### config.mk
export PLATFORM = sky130hd
export DESIGN_NAME = mmio_button_in
export DESIGN_NICKNAME = d
export VERILOG_FILES = /design/src/rtl/soc_mmio_pkg.sv /design/src/rtl/debounce_bit.sv /design/src/rtl/mmio_button_in.sv
export SDC_FILE = /design/constraint.sdc
export NUM_CORES = 1
export LEC_CHECK = 0
export ABC_AREA = 0
export CORE_MARGIN = 2
export CORE_UTILIZATION = 35
export DETAILED_ROUTE_END_ITERATION = 12
export GPL_TIMING_DRIVEN = 0
export SYNTH_ARGS = -nofsm -noshare
export SYNTH_HDL_FRONTEND = slang
export SYNTH_HIERARCHICAL = 1
export SYNTH_SLANG_ARGS = --single-unit
### constraint.sdc
create_clock -name clk -period 5.1 [get_ports clk]
set_input_delay 1.02 -clock clk [delete_from_list [all_inputs] [get_ports clk]]
set_output_delay 1.02 -clock clk [all_outputs]
set_load 0.02 [all_outputs]
### src/rtl/soc_mmio_pkg.sv
// Shared MMIO address map: block base addresses and register offsets within a 16-byte window.
// Pure declarations; no latency or backpressure.
package soc_mmio_pkg;

  localparam logic [31:0] LED_BASE    = 32'hFFFF_0000;
  localparam logic [31:0] BUTTON_BASE = 32'hFFFF_0010;

  // Word offset inside a block window, i.e. addr[3:2].
  typedef enum logic [1:0] {
    OFF_LEVEL = 2'd0,
    OFF_RISE  = 2'd1,
    OFF_FALL  = 2'd2,
    OFF_IRQEN = 2'd3
  } mmio_off_e;

  function automatic logic in_window(input logic [31:0] addr, input logic [31:0] base);
    return addr[31:4] == base[31:4];
  endfunction

endpackage

### src/rtl/debounce_bit.sv
// One input: 2-FF synchroniser, optional inversion, stability counter and debounced level.
// Level follows the pad 2 + DB_CYCLES cycles after a clean change; no backpressure.
module debounce_bit #(
  parameter int unsigned DB_CYCLES = 500000,
  parameter bit          INV       = 1'b1
) (
  input  logic clk,
  input  logic rst_n,
  input  logic pin,
  output logic level,
  output logic level_next
);

  localparam int unsigned CW = $clog2(DB_CYCLES);
  localparam logic [CW-1:0] CNT_MAX = CW'(DB_CYCLES - 1);

  logic [1:0]    sync;
  logic          synced;
  logic [CW-1:0] cnt;
  logic          done;

  always_ff @(posedge clk or negedge rst_n) begin
    if (!rst_n) begin
      sync <= 2'b00;
    end else begin
      sync <= {sync[0], pin};
    end
  end

  assign synced     = sync[1] ^ INV;
  assign done       = (synced != level) && (cnt == CNT_MAX);
  assign level_next = done ? synced : level;

  // Counter only runs while the synced input disagrees, so it never passes CNT_MAX.
  always_ff @(posedge clk or negedge rst_n) begin
    if (!rst_n) begin
      cnt   <= '0;
      level <= 1'b0;
    end else begin
      level <= level_next;
      if (synced == level || done) begin
        cnt <= '0;
      end else begin
        cnt <= cnt + 1'b1;
      end
    end
  end

endmodule

### src/rtl/mmio_button_in.sv
// Memory-mapped debounced button port: LEVEL, W1C RISE/FALL edge flags, IRQEN and a level irq.
// rdata is combinational (same-cycle load); irq registered from next-state flags; no backpressure.
module mmio_button_in
  import soc_mmio_pkg::*;
#(
  parameter int unsigned     N_IN      = 8,
  parameter logic [31:0]     BASE_ADDR = BUTTON_BASE,
  parameter int unsigned     DB_CYCLES = 500000,
  parameter logic [N_IN-1:0] INV_MASK  = {N_IN{1'b1}}
) (
  input  logic            clk,
  input  logic            rst_n,
  input  logic [N_IN-1:0] pin_in,
  input  logic [31:0]     addr,
  input  logic [31:0]     wdata,
  input  logic            we,
  input  logic [3:0]      strobe,
  output logic [31:0]     rdata,
  output logic            irq
);

  logic [N_IN-1:0] level, level_next;
  logic [N_IN-1:0] rise_q, fall_q, irq_en_q;
  logic [N_IN-1:0] rise_d, fall_d, irq_en_d;
  logic [N_IN-1:0] rise_clr, fall_clr;
  logic [N_IN-1:0] lane_mask, wmask;
  logic            sel, wr;
  mmio_off_e       offset;
  logic            unused_bits;

  for (genvar i = 0; i < N_IN; i++) begin : g_in
    debounce_bit #(
      .DB_CYCLES(DB_CYCLES),
      .INV      (INV_MASK[i])
    ) u_db (
      .clk       (clk),
      .rst_n     (rst_n),
      .pin       (pin_in[i]),
      .level     (level[i]),
      .level_next(level_next[i])
    );
    assign lane_mask[i] = strobe[i/8];
  end

  assign sel    = in_window(addr, BASE_ADDR);
  assign offset = mmio_off_e'(addr[3:2]);
  assign wr     = we && sel;
  assign wmask  = wdata[N_IN-1:0] & lane_mask;

  always_comb begin
    rise_clr = '0;
    fall_clr = '0;
    irq_en_d = irq_en_q;
    if (wr) begin
      case (offset)
        OFF_RISE:  rise_clr = wmask;
        OFF_FALL:  fall_clr = wmask;
        OFF_IRQEN: irq_en_d = (irq_en_q & ~lane_mask) | wmask;
        default:   ;
      endcase
    end
  end

  // New edges are OR-ed in after the clear, so a same-cycle set survives.
  assign rise_d = (rise_q & ~rise_clr) | (level_next & ~level);
  assign fall_d = (fall_q & ~fall_clr) | (~level_next & level);

  always_ff @(posedge clk or negedge rst_n) begin
    if (!rst_n) begin
      rise_q   <= '0;
      fall_q   <= '0;
      irq_en_q <= '0;
      irq      <= 1'b0;
    end else begin
      rise_q   <= rise_d;
      fall_q   <= fall_d;
      irq_en_q <= irq_en_d;
      irq      <= |((rise_d | fall_d) & irq_en_d);
    end
  end

  always_comb begin
    rdata = '0;
    if (sel) begin
      case (offset)
        OFF_LEVEL: rdata[N_IN-1:0] = level;
        OFF_RISE:  rdata[N_IN-1:0] = rise_q;
        OFF_FALL:  rdata[N_IN-1:0] = fall_q;
        OFF_IRQEN: rdata[N_IN-1:0] = irq_en_q;
        default:   rdata = '0;
      endcase
    end
  end

  assign unused_bits = ^{addr[1:0], wdata, strobe};

endmodule

* Yosys cells after proc, flatten, opt, wreduce, memory -nomap -nowiden
Cells that the tools add are included.
Word-level totals: bits in registers 201, logic and storage cells 131
Cells by class: $add $sub $neg 8, reductions and logical operators 19, equal/unequal tests 28, bitwise logic cells 24, muxes and demuxes 24
Operator list (count):
- 19-bit by 1-bit adder with 19-bit output (second input constant) | 8
- 19-bit == test (second input constant) | 8
- 19-bit two-way mux | 8
- 8-bit AND | 7
- 8-bit two-way mux | 7
- 8-bit NOT | 5
- 8-bit bitwise OR | 4
- 8-bit one-hot mux with 4 select lines | 1
- 28-bit == test (second input constant) | 1
- 1-bit logical AND | 9
- 1-bit == test | 8
- 1-bit logical OR | 8
- 1-bit two-way mux | 8
- 1-bit inequality test | 8
- 1-bit NOT | 8
- 8-bit OR reduction | 1
- 2-bit == test (second input constant) | 2
- 2-bit by 1-bit == test with 1-bit output (second input constant) | 1
- 2-bit logical NOT | 1

* Longest topological paths before layout
depth in word-level cells 10, gate-level depth with buffers 10

* By module
Netlist, hierarchy kept.
Modules (own cells, without submodules):
- debounce_bit | area each 1032.2 sq um, cells each 105, instances 8
- mmio_button_in | area each 1624.1 sq um, cells each 147, instances 1

* Least setup slack after synthesis
No wires, ideal clock.
kind in2out, start point input addr[9], end point output rdata[0], required time 4.080 ns, data arrival time 2.502 ns, slack 1.578 ns, stages on the path 4, path through or4_4 > nor4_4 > clkbuf_1 > and3_1
Between the ends: cells in the longest elaborated chain, start to end 2
RTL lines:
- from (decl) | RTL line mmio_button_in.sv:14 | input logic [31:0] addr,
- 28-bit == test | RTL line soc_mmio_pkg.sv:17 | return addr[31:4] == base[31:4];
- 8-bit two-way mux | RTL line mmio_button_in.sv:84 | if (sel) begin
- to (decl) | RTL line mmio_button_in.sv:18 | output logic [31:0] rdata,
Every way passes these cells.

* Final worst setup path
start point input addr[5], end point output rdata[3]
The elaborated chain is that of the path after synthesis.

==> impl_metrics.tcl <==
set metrics [dict create \
    status "complete, no violations" \
    hp-start "g_in[2].u_db/sync[0]" \
    fin_crit_ps 4810 \
    fin_ws_ps 286 \
    synth.most_common_cell "dfrtp_1" \
    synth_top_area_share_pct 50.9 \
    design_area_um2 11900 \
    track_usage_pct 14.7 \
    cap_violations 0 \
    netlist_top_cells_area "dfrtp_1 51%, xnor2_1 7.1%, nor2_1 5.2%, nand3_1 2.8%, nand4_1 2.7%" \
    critPathLaunchType "input pin" \
    crit_buf_inv 2 \
    rr_worst_depth 5 \
    routed_wl_um 21200 \
    cts_sinks 201 \
    skew_ps 16.5 \
    crit_family "simple AND/OR/NAND/NOR gates" \
    async_flop_share_pct 100 \
    slew_headroom_pct 21.0 \
    drt_iter0_markers 360 \
    hold_class "flip-flop to flip-flop" \
    cts_inserted_buffers 22 \
    syn-instance-count 987 \
    antenna_found_initial 1 \
    post-route-util_pct 42.7 \
    irDropWorstVdd_uv 185 \
    min_to "g_in[2].u_db/sync[1]" \
    crit_required_ps 4080 \
    cts_tree "done" \
    yosysTopAreaCell "dfrtp_1" \
    grt_pass1_vias 7285 \
    grt_first_pass_wirelength_um 35700 \
    drtPass1Iterations 6 \
    rsz0062_at_grt "no" \
    die_y_um 172 \
    placed_area_um2 11100 \
    setup_viol 0 \
    cts_buffer_depth 3 \
    htree_num_levels 1 \
    dp_slack_ps 109 \
    gp_congestion 0.807 \
    synth_cell_types 38 \
    crit_arrival_ps 3790 \
    overflow 0 \
    r2r_end "g_in[6].u_db/cnt[8]" \
    via_per_inst 5.03 \
    tns_ps 0 \
    nNetsFinal 1185 \
    nFillCells 2706 \
    final_layout_size_suffix_gt1_share_pct 11.8 \
    wl_per_cell_um 14.2 \
    hold_viol_final 0 \
    io_pins 112 \
    slowest_delay_ps 1030 \
    route.vias.total 7505 \
    leakage_uw 0.00469 \
    drt.antenna.violating_nets 0 \
    synth-seq-area-share_pct 50.9 \
    power.density_nw_per_um2 294 \
    core_um2 27800 \
    die_w_um 172 \
    io_buffers 58 \
    grt_max_degree 105 \
    worst-path-max-fanout 9 \
    path_class "input pin to output port" \
    placementRows 61 \
    synth_area_per_cell_um2 10.0 \
    start_util_pct 35.6 \
    yosys_warnings 6 \
    crit_cells 5 \
    synth_common_cells "201 x dfrtp_1, 136 x nor2_1, 80 x xnor2_1" \
    fmax_mhz 208 \
    synth_top_flop_cell "dfrtp_1" \
    drv_slew 0 \
    endpoint_kind "output port" \
    hold_depth 0 \
    insertedDiodeCount 0 \
    p_total_uw 3490 \
    path_cells "clkdlybuf4s50_1 > nand4b_1 > nor3_1 > and3_1 > clkdlybuf4s50_1" \
    rrSetupSlack_ps 2750 \
    dp_hpwl_um 14600 \
    timing.rr.start "g_in[6].u_db/cnt[12]" \
    synth_edf_count 0 \
    synth-seq-cells 201 \
    crit_top_cell "clkdlybuf4s50_1" \
    finalCritPeriodShare_pct 94.4 \
    clkTransAtPathRegs_ps 60 \
    die_area_um2 29600 \
    slowest_stage "nor3_1" \
    tightestPinTransition_ps 1180 \
    cts-root-buf "clkbuf_16" \
    drc 0 \
    area_growth_pct 20.2 \
    syn_area_um2 9880 \
    clock_latency_ps 510 \
]
cell type report:
class                   count  area (um^2)  area share, %
multi-input cells         717         4490           37.8
inverters                  48          180           1.52
plain buffers              44          278           2.34
well taps                 378          473           3.98
clock buffers              34          667           5.62
flip-flops and latches    201         5030           42.4
clock inverters             6          105          0.885
repair buffers             64          651           5.48
logic make-up after synthesis:
kind of cell,count (synthesis),share of synthesized area (%)
compound gates,128,8.10
fa+ha+maj,8,1.01
flops,201,50.9
other cells,1,0.0379
xor+xnor,104,9.22
mux,16,2.73
simple gates,437,23.4
buf+inv,92,4.63
per-layer routing:
metal  track usage, %  up-vias  part of all wire [%]
met5                0        -                 0.061
met4             4.02        2                   2.6
met3             2.22       37                   3.8
met2             23.5      132                    45
met1             20.8     3649                    48
li1                 -     3685                     -
sequential cells by signal (all words and copies together), names as in the netlist:
name,flops
g_in.u_db/cnt,152
g_in.u_db/sync,16
fall_q,8
rise_q,8
irq,1
g_in.u_db/level,8
irq_en_q,8
metrics by stage:
| step | hold slack (ps) | cells |
|---|---|---|
| after floorplan | 331 | 1010 |
| after global placement | 333 | 1446 |
| after detailed placement | 335 | 1448 |
| after CTS | 349 | 1488 |
| after global routing | 352 | 1492 |
| final | 345 | 1492 |
worst max path at each step:
stage	from	endpoint
6_report	addr[5]	rdata[3]
2_1_floorplan	addr[9]	rdata[0]
3_5_place_dp	addr[9]	rdata[0]
5_1_grt	addr[5]	rdata[3]
4_1_cts	addr[9]	rdata[0]
3_3_place_gp	rst_n	g_in[4].u_db/cnt[0]
placed cells by master (no fill, tap or decap), drive strengths merged, types with 8 or more instances in the layout:
cell type / n
dfrtp: 201
nor2: 136
xnor2: 80
nand3: 64
nand2: 58
clkdlybuf4s50: 57
inv: 48
nand4: 44
clkbuf: 43
buf: 42
o21ai: 42
a21oi: 40
nor4: 35
conb: 24
xor2: 24
or4: 18
nor3: 17
and3: 16
o31ai: 16
a31o: 16
or3: 16
mux2: 8
a22o: 8
mux4: 8
and4: 8
nor4b: 8
nor2b: 8
ha: 8
what timing repair did:
item | in CTS | in global routing
hold buffers | 0 | 0
endpoints found under the setup margin | 0 | 3
buffers inserted | 0 | 4
gates resized for setup | 0 | 0
where the power goes:
part / switching (uW) / total, uW / internal (uW)
clock: 624 / 1670 / 1050
sequential: 22.0 / 1640 / 1620
combinational: 105 / 180 / 75.3
total: 751 / 3490 / 2740
No activity file was read; power rests on OpenSTA's default activity.
